--- config.mk ---
export PLATFORM = sky130hd
export DESIGN_NAME = data_mem_ctrl
export DESIGN_NICKNAME = d
export VERILOG_FILES = /design/src/rtl/data_mem_ctrl.sv
export SDC_FILE = /design/constraint.sdc
export NUM_CORES = 1
export LEC_CHECK = 0
export CAP_MARGIN = 20
export CORE_UTILIZATION = 55
export CTS_CLUSTER_DIAMETER = 30
export DETAILED_ROUTE_END_ITERATION = 10
export PLACE_DENSITY = 0.72
export SKIP_LAST_GASP = 1
export SLEW_MARGIN = 20
export SYNTH_ARGS = -nofsm -noshare
export SYNTH_HDL_FRONTEND = slang
export SYNTH_SLANG_ARGS = --single-unit
export TNS_END_PERCENT = 100
--- constraint.sdc ---
create_clock -name clk -period 4.5 [get_ports clk]
set_clock_uncertainty 0.15 [all_clocks]
set_input_delay 0.675 -clock clk [delete_from_list [all_inputs] [get_ports clk]]
set_output_delay 0.675 -clock clk [all_outputs]
set_load 0.005 [all_outputs]
--- src/rtl/data_mem_ctrl.sv ---
// Byte-addressable data RAM behind a valid/ready request port, with byte-lane store merging and load extension.
// Latency: response pulse WaitStates+1 cycles after the accepting edge; one request per WaitStates+2 cycles.
// Backpressure: reqReady is low from acceptance through the response cycle; responses cannot be stalled.
module data_mem_ctrl #(
    parameter int Width      = 32,
    parameter int Depth      = 32,
    parameter int AddrWidth  = 32,
    parameter int WaitStates = 0
) (
    input  logic                 clk,
    input  logic                 reset,
    input  logic                 reqValid,
    output logic                 reqReady,
    input  logic                 reqWrite,
    input  logic [AddrWidth-1:0] reqAddr,
    input  logic [1:0]           reqSize,
    input  logic                 reqUnsigned,
    input  logic [Width-1:0]     reqWriteData,
    output logic                 rspValid,
    output logic [Width-1:0]     rspData,
    output logic                 rspError
);

    localparam int NB       = Width / 8;
    localparam int LaneBits = $clog2(NB);
    localparam int IdxW     = (Depth > 1) ? $clog2(Depth) : 1;

    typedef enum logic [1:0] {IDLE, WAIT, RESP} state_t;

    logic [Width-1:0] mem [Depth];

    state_t           state_q;
    logic [2:0]       cnt_q;
    logic             rdy_q;
    logic             vld_q;
    logic [Width-1:0] data_q;
    logic             err_q;
    logic [Width-1:0] pend_data_q;
    logic             pend_err_q;

    logic                 accept;
    logic [AddrWidth-1:0] word_idx;
    logic [LaneBits-1:0]  lane;
    logic [IdxW-1:0]      idx;
    logic [Width-1:0]     rd_word;
    logic [Width-1:0]     shifted;
    logic [Width-1:0]     ld_val;
    logic [Width-1:0]     rsp_d;
    logic [Width-1:0]     wr_data;
    logic [NB-1:0]        be;
    logic                 err_d;
    logic                 sign_bit;
    int                   nbytes;

    // The ready flop is forced low externally while reset is held.
    assign reqReady = rdy_q & ~reset;
    assign rspValid = vld_q;
    assign rspData  = data_q;
    assign rspError = err_q;
    assign accept   = reqValid & reqReady;

    assign word_idx = reqAddr >> LaneBits;
    assign lane     = reqAddr[LaneBits-1:0];
    assign idx      = word_idx[IdxW-1:0];
    assign rd_word  = mem[idx];
    assign shifted  = rd_word >> {lane, 3'b000};
    assign wr_data  = reqWriteData << {lane, 3'b000};

    // Decode the request: error checks, lane enables and the extended load value.
    always_comb begin
        nbytes   = 1 << reqSize;
        err_d    = ((int'(reqAddr[2:0]) & (nbytes - 1)) != 0)
                 || (nbytes > NB)
                 || (word_idx >= AddrWidth'(Depth));
        sign_bit = 1'b0;
        if (nbytes <= NB) begin
            sign_bit = ~reqUnsigned & shifted[nbytes*8-1];
        end
        ld_val = '0;
        for (int i = 0; i < Width; i++) begin
            ld_val[i] = (i < nbytes * 8) ? shifted[i] : sign_bit;
        end
        be = '0;
        for (int b = 0; b < NB; b++) begin
            be[b] = (b >= int'(lane)) && (b < int'(lane) + nbytes);
        end
        rsp_d = (err_d || reqWrite) ? '0 : ld_val;
    end

    // Store commits at the accepting edge; only enabled lanes of the addressed word change.
    always_ff @(posedge clk) begin
        if (accept && reqWrite && !err_d) begin
            for (int b = 0; b < NB; b++) begin
                if (be[b]) begin
                    mem[idx][8*b +: 8] <= wr_data[8*b +: 8];
                end
            end
        end
    end

    // Request/wait/response sequencer with registered handshake and response outputs.
    always_ff @(posedge clk) begin
        if (reset) begin
            state_q     <= IDLE;
            cnt_q       <= '0;
            rdy_q       <= 1'b1;
            vld_q       <= 1'b0;
            data_q      <= '0;
            err_q       <= 1'b0;
            pend_data_q <= '0;
            pend_err_q  <= 1'b0;
        end else begin
            case (state_q)
                IDLE: begin
                    vld_q <= 1'b0;
                    if (accept) begin
                        rdy_q       <= 1'b0;
                        pend_data_q <= rsp_d;
                        pend_err_q  <= err_d;
                        if (WaitStates == 0) begin
                            state_q <= RESP;
                            vld_q   <= 1'b1;
                            data_q  <= rsp_d;
                            err_q   <= err_d;
                        end else begin
                            state_q <= WAIT;
                            cnt_q   <= 3'((WaitStates > 0) ? WaitStates - 1 : 0);
                        end
                    end
                end
                WAIT: begin
                    if (cnt_q == 3'd0) begin
                        state_q <= RESP;
                        vld_q   <= 1'b1;
                        data_q  <= pend_data_q;
                        err_q   <= pend_err_q;
                    end else begin
                        cnt_q <= cnt_q - 3'd1;
                    end
                end
                RESP: begin
                    state_q <= IDLE;
                    vld_q   <= 1'b0;
                    rdy_q   <= 1'b1;
                end
                default: begin
                    state_q <= IDLE;
                    vld_q   <= 1'b0;
                    rdy_q   <= 1'b1;
                end
            endcase
        end
    end

endmodule

* Word level (Yosys, flattened, before mapping)
Memory sizes are Yosys's and may differ from the RTL's. Index checks and enable logic that the tools add are counted.
Word-level totals: bits in registers 73, RAM bits 1024, bits in read-only memories 0, input bits 71, memories kept 1, bits in latches 0
Memory list:
- mem | words 32, width 32, rd ports 1, clocked after Yosys merged registers in 0, wr ports 1, line 30 | logic [Width-1:0] mem [Depth];
Cells by class: $lt $le $gt $ge 43, reduce and logical (&&, ||, !) cells 18, equal/unequal tests 3, shift-type cells 3, $add $sub $neg 4, multipliers 0, bitwise gates (word level) 8, mux-type cells 63, divide/modulo/power cells 0
Operators with widths (count):
- $lt 6x32->1 const A | 16
- $lt 5x32->1 const A | 8
- $lt 3x32->1 const A | 4
- $lt 4x32->1 const A | 4
- $mux 32 | 3
- $lt 1x32->1 const A | 2
- $lt 2x32->1 const A | 2
- $pmux 32 s2 | 1
- $sub 32x2->32 const B | 2
- $mux 1 | 52
- $add 3x32->32 | 1
- $and 4x32->32 | 1
- $gt 32x4->1 const B | 1
- $le 32x4->1 const B | 1
- $lt 32x7->1 const B | 1
- $reduce_bool 32->1 | 1
- $shl 1x2->32 const A | 1
- $shl 32x5->32 | 1
- $shr 32x5->32 | 1
- $ge 30x6->1 const B | 1
- $reduce_and 2->1 | 4
- $pmux 1 s2 | 3
- $bmux 1 s5 | 1
- $logic_and 1x1->1 | 5
- other kinds (15) | 25

* Logic depth before layout (Yosys ltp)
depth after elaboration 11, gate-level depth with buffers 12, depth with buffers taken out 10

* Worst setup path after synthesis
No wires, ideal clock.
kind input-to-reg, from input port reqSize[1], to memory mem[0][10] (enable), path buffers 2, setup time 0.370 ns, arrival time 2.906 ns, path slack 1.073 ns, stages 11, data required time 3.980 ns, cell sequence clkbuf_1 nor2_1 inv_1 ha_1 nor4_1 nand4_1 nor2_1 and4_1 o211ai_1 clkbuf_1 nor2_1
On the way: cells in the longest elaborated chain, start to end 10, elaborated cells between the ends (all ways) 15, classes of those cells add/sub: 2; order compare: 2; shift: 1; mux: 3; bitwise: 1; reduce/logical: 6
RTL lines:
- from (decl) | line 16 | input logic [1:0] reqSize,
- $shl 1x2->32 * | line 71 | nbytes = 1 << reqSize;
- parallel branches: the longest is 7 deep, another holds $add 3x32->32
- $mux 1 * | line 92 | if (accept && reqWrite && !err_d) begin
- $mux 1 (implied by the code) * | line 95 | mem[idx][8*b +: 8] <= wr_data[8*b +: 8];
- to (decl) | line 30
Every way passes the cells marked *.

* Worst setup path in the final report
from input port reqAddr[5], to register data_q[28], in the netlist rspData[28]
On the way: cells in the longest elaborated chain, start to end 11, elaborated cells between the ends (all ways) 14, classes of those cells order compare: 1; shift: 1; mux: 8; bitwise: 1; reduce/logical: 2; memory: 1
RTL lines:
- from (decl) | line 15 | input logic [AddrWidth-1:0] reqAddr,
- $mem_v2 32x32
- $shr 32x5->32 | line 66 | assign shifted = rd_word >> {lane, 3'b000};
- $bmux 1 s5 | line 77 | sign_bit = ~reqUnsigned & shifted[nbytes*8-1];
- $mux 1 (implied by the code) (2 in series) | line 77
- $and 1x1->1 | line 77
- $mux 1 | line 76 | if (nbytes <= NB) begin
- $mux 1 | line 81 | ld_val[i] = (i < nbytes * 8) ? shifted[i] : sign_bit;
- $mux 32 * | line 87 | rsp_d = (err_d || reqWrite) ? '0 : ld_val;
- $mux 32 * | line 116 | if (accept) begin
- $pmux 32 s2 * | line 113 | case (state_q)
- to (signal assigned) | line 123 | data_q <= rsp_d;
- to (signal assigned) | line 135 | data_q <= pend_data_q;
- to (decl) | line 36 | logic [Width-1:0] data_q;
Every way passes the cells marked *; elsewhere a longest branch is shown, timed or not. The select of a mux whose other input is x is not followed. A chain may end at the register's enable or synchronous reset.

==> run_results.csv <==
group,metric,value,unit
timing,max_freq,250,MHz
synthesis,synthesis.nets,2180,
synthesis,seq_area_frac_synth,75.8,%
grt,grt_pass1_vias,23400,
grt,grtUsageTotal,30.4,%
die,num_io_pins,106,
die,coreArea,74600,um^2
worst_hold_path,worstHoldEndpoint,"rspValid",
setup_path,slowest_stage,"nor4_1",
clock_network,numCtsBuffers,165,
power_and_ir_drop,leakage,17.1,nW
finish,drive_above_1_share,29.6,%
drt,drt_first_pass_iters,9,
timing,relSlewSlack,20.8,%
clock_network,cts_tree,"built",
setup_path,arrival,4.39,ns
clock_network,clk_pin_slew_worst_paths,0.05,ns
power_and_ir_drop,powerDensity,493,nW/um^2
finish,instances_no_fill,3594,
setup_path,critPathKind,"input pin to flop",
synthesis,synthCells,2106,
power_and_ir_drop,p_seq_share,43.5,%
timing,rsz0062_at_grt,"false",
power_and_ir_drop,p_comb_share,4.7,%
finish,nets,2557,
power_and_ir_drop,p_int,19.5,mW
synthesis,synthesis.area,41500,um^2
setup_path,timing.rr.end,"rspData[28]",
die,die_area,76500,um^2
setup_path,r2r_slack,1.20,ns
status,status,"completed",
power_and_ir_drop,ir_drop,347,uV
worst_hold_path,holdCritPathClass,"flop to flop",
timing,final.setup.worst_slack,0.505,ns
drt,routed_via_density,6.50,
placed_design,pre_cts_ws,0.0436,ns
timing,period_share,88.8,%
placed_design,place_congestion,0.941,
die,row_count,100,
worst_hold_path,worst_hold_startpoint,"state_q[1]",
finish,fill_cells,4588,
clock_network,cts_num_sinks,1060,
setup_path,crit_chain,"clkdlybuf4s50_1, nand4b_1, o22ai_1, nor4_1, and2_1, a221oi_4, o211ai_2, o211ai_1",
die,die-height,277,um
synthesis,ys_seq_elements,1060,
setup_path,critPathCaptureType,"flop",
timing,fin_worst_hold_slack,0.320,ns
finish,seqCellArea,31500,um^2
worst_hold_path,holdPathStages,1,
setup_path,max_stage_delay,0.84,ns
timing,hold_violations,0,
setup_path,required,4.90,ns
synthesis,synth_ff_type,"edfxtp_1",
timing,drv_slew,0,
timing,period_needed,3.99,ns
synthesis,yosysUniqueCellTypes,50,
synthesis,avgSynthCellArea,19.7,um^2
run,maxCapViolCount,0,
timing,worstMarginPinSlew,1.19,ns
grt,overflow,0,
power_and_ir_drop,power_frac_clock,51.7,%
grt,grt_pass1_wl,164000,um
drt,vias,23400,
placed_design,port_buffers,105,
clock_network,clockBufferDepth,3,
finish,area_growth,22.2,%
setup_path,startpoint_type,"input pin",
clock_network,root_buffer,"clkbuf_16",
finish,multi_input_area,9390,um^2
power_and_ir_drop,p_switching,5.47,mW
drt,wl_per_cell,31.9,um
clock_network,post_cts_resized,0,
grt,grt_max_degree,75,
die,initial_utilization,55.6,%
die,die_w,277,um
clock_network,cts_setup_buffers,0,
finish,fin_util,68.0,%
setup_path,r2r-start,"mem[26][15]",
power_and_ir_drop,switching_share,21.9,%
synthesis,synthArstFlopShare,0,%
placed_design,place_inst,3285,
drt,drt_wl_total,115000,um
synthesis,yosysWarnings,0,
clock_network,cts_hold_buf,0,
drt,drtIter0Drc,3569,
setup_path,worstRegToRegCells,8,
drt,postRouteAntennaNets,0,
timing,tns,0,ns
synthesis,synth_edf_count,1024,
placed_design,dp_hpwl,71800,um
clock_network,insertion_delay,0.74,ns
timing,setup_violations,0,
drt,drc,0,
grt,antenna_found_initial,5,
setup_path,crit_fanout,24,
clock_network,htreeDepth,4,
[area by class of cell]
type                    count  area share [%]
diodes                      2         0.00987
clock buffers             180            8.52
clock inverters           127            2.77
inverters                   5          0.0370
multi-input cells         915            18.5
repair buffers            336            5.69
flip-flops and latches   1060            62.1
well taps                 969            2.39
[state kept, by name, indices dropped and copies added (netlist names)]
signal / cells
state_q: 1
rspData: 32
rdy_q: 1
mem: 1024
rspError: 1
rspValid: 1
[critical path: cells and delay by family]
family / cells / cell delay [ns]
AO/OA/AOI/OAI: 4 / 1.12
AND/OR/NAND/NOR: 3 / 1.81
buffers and inverters: 1 / 0.78
[stage by stage]
| stage | power (mW) | cell area (um^2) |
|---|---|---|
| floorplan | 11.7 | 41500 |
| global placement | 12.2 | 45000 |
| detailed placement | 12.2 | 45000 |
| CTS | 25.1 | 50700 |
| global route | 25.6 | 50700 |
| finish | 25.0 | 50700 |
[power groups by stage]
stage               combinational, mW  sequential (mW)  clock, mW
floorplan                       0.631             11.1          0
global placement                 1.12             11.1          0
detailed placement               1.14             11.1          0
CTS                              1.15             10.9       13.0
global route                     1.21             10.9       13.5
finish                           1.18             10.9       12.9
[per-layer routing]
layer	track usage [%]	share of wire (%)
met3	8.69	12
met4	12.9	4.4
met2	45.5	46
met1	42.0	38
met5	0.688	0.097
[synthesized netlist by cell type (13+ instances only)]
library cell | n | area share (%)
dfxtp_1 | 36 | 1.7
mux4_2 | 224 | 12
and2_1 | 13 | 0.20
a21oi_1 | 26 | 0.31
buf_6 | 21 | 0.57
nor2b_1 | 17 | 0.26
nand2_1 | 88 | 0.80
clkbuf_1 | 46 | 0.42
nor2_1 | 164 | 1.5
mux2i_1 | 80 | 1.9
o211ai_1 | 17 | 0.31
buf_4 | 14 | 0.25
o22ai_1 | 85 | 1.3
buf_2 | 33 | 0.40
edfxtp_1 | 1024 | 74
nor4_1 | 21 | 0.32
a22oi_1 | 64 | 1.2
o21ai_0 | 20 | 0.24
[cell families after synthesis]
group	synth area share, %
flip-flops	75.8
buffers and inverters	1.79
multiplexers	14.1
AND/OR/NAND/NOR	4.20
XOR/XNOR	0.0211
AO/OA/AOI/OAI	3.97
adder cells (fa/ha/maj)	0.0905
[placed cells by master, fill, tap and decap left out, types with 4 or more instances in the layout]
cell and n:
edfxtp_1 1024, mux4_2 224, buf_4 223, clkbuf_16 171, nor2_1 155, clkdlybuf4s50_1 101, nand2_1 88, o22ai_1 85
mux2i_1 80, a22oi_1 64, dfxtp_1 36, clkinv_2 24, inv_6 22, nor4_1 21, bufinv_16 21, clkinv_1 19
a21oi_1 18, clkinvlp_4 18, nor2b_1 17, o211ai_1 17, o21ai_0 12, clkinv_4 12, and2_1 10, nand4_1 10
a211oi_1 9, and4_1 9, nand2b_1 9, nor2_2 8, o221ai_1 8, clkbuf_1 8, buf_12 8, a21oi_2 7
o21ai_2 7, a211o_1 7, or4_1 6, inv_1 5, inv_8 5, or4b_1 4, nand4b_1 4
[worst max-delay path by stage]
stage / start / end / slack (ns)
after floorplan: reqSize[1] / mem[0][10] / 1.07
after global placement: reqAddr[3] / rspData[28] / 0.11
after detailed placement: reqAddr[3] / rspData[28] / 0.04
after CTS: reqAddr[3] / rspData[28] / 0.70
after global routing: reqAddr[5] / rspData[18] / 0.45
final: reqAddr[5] / rspData[28] / 0.51
No activity file was read; power rests on OpenSTA's default activity.
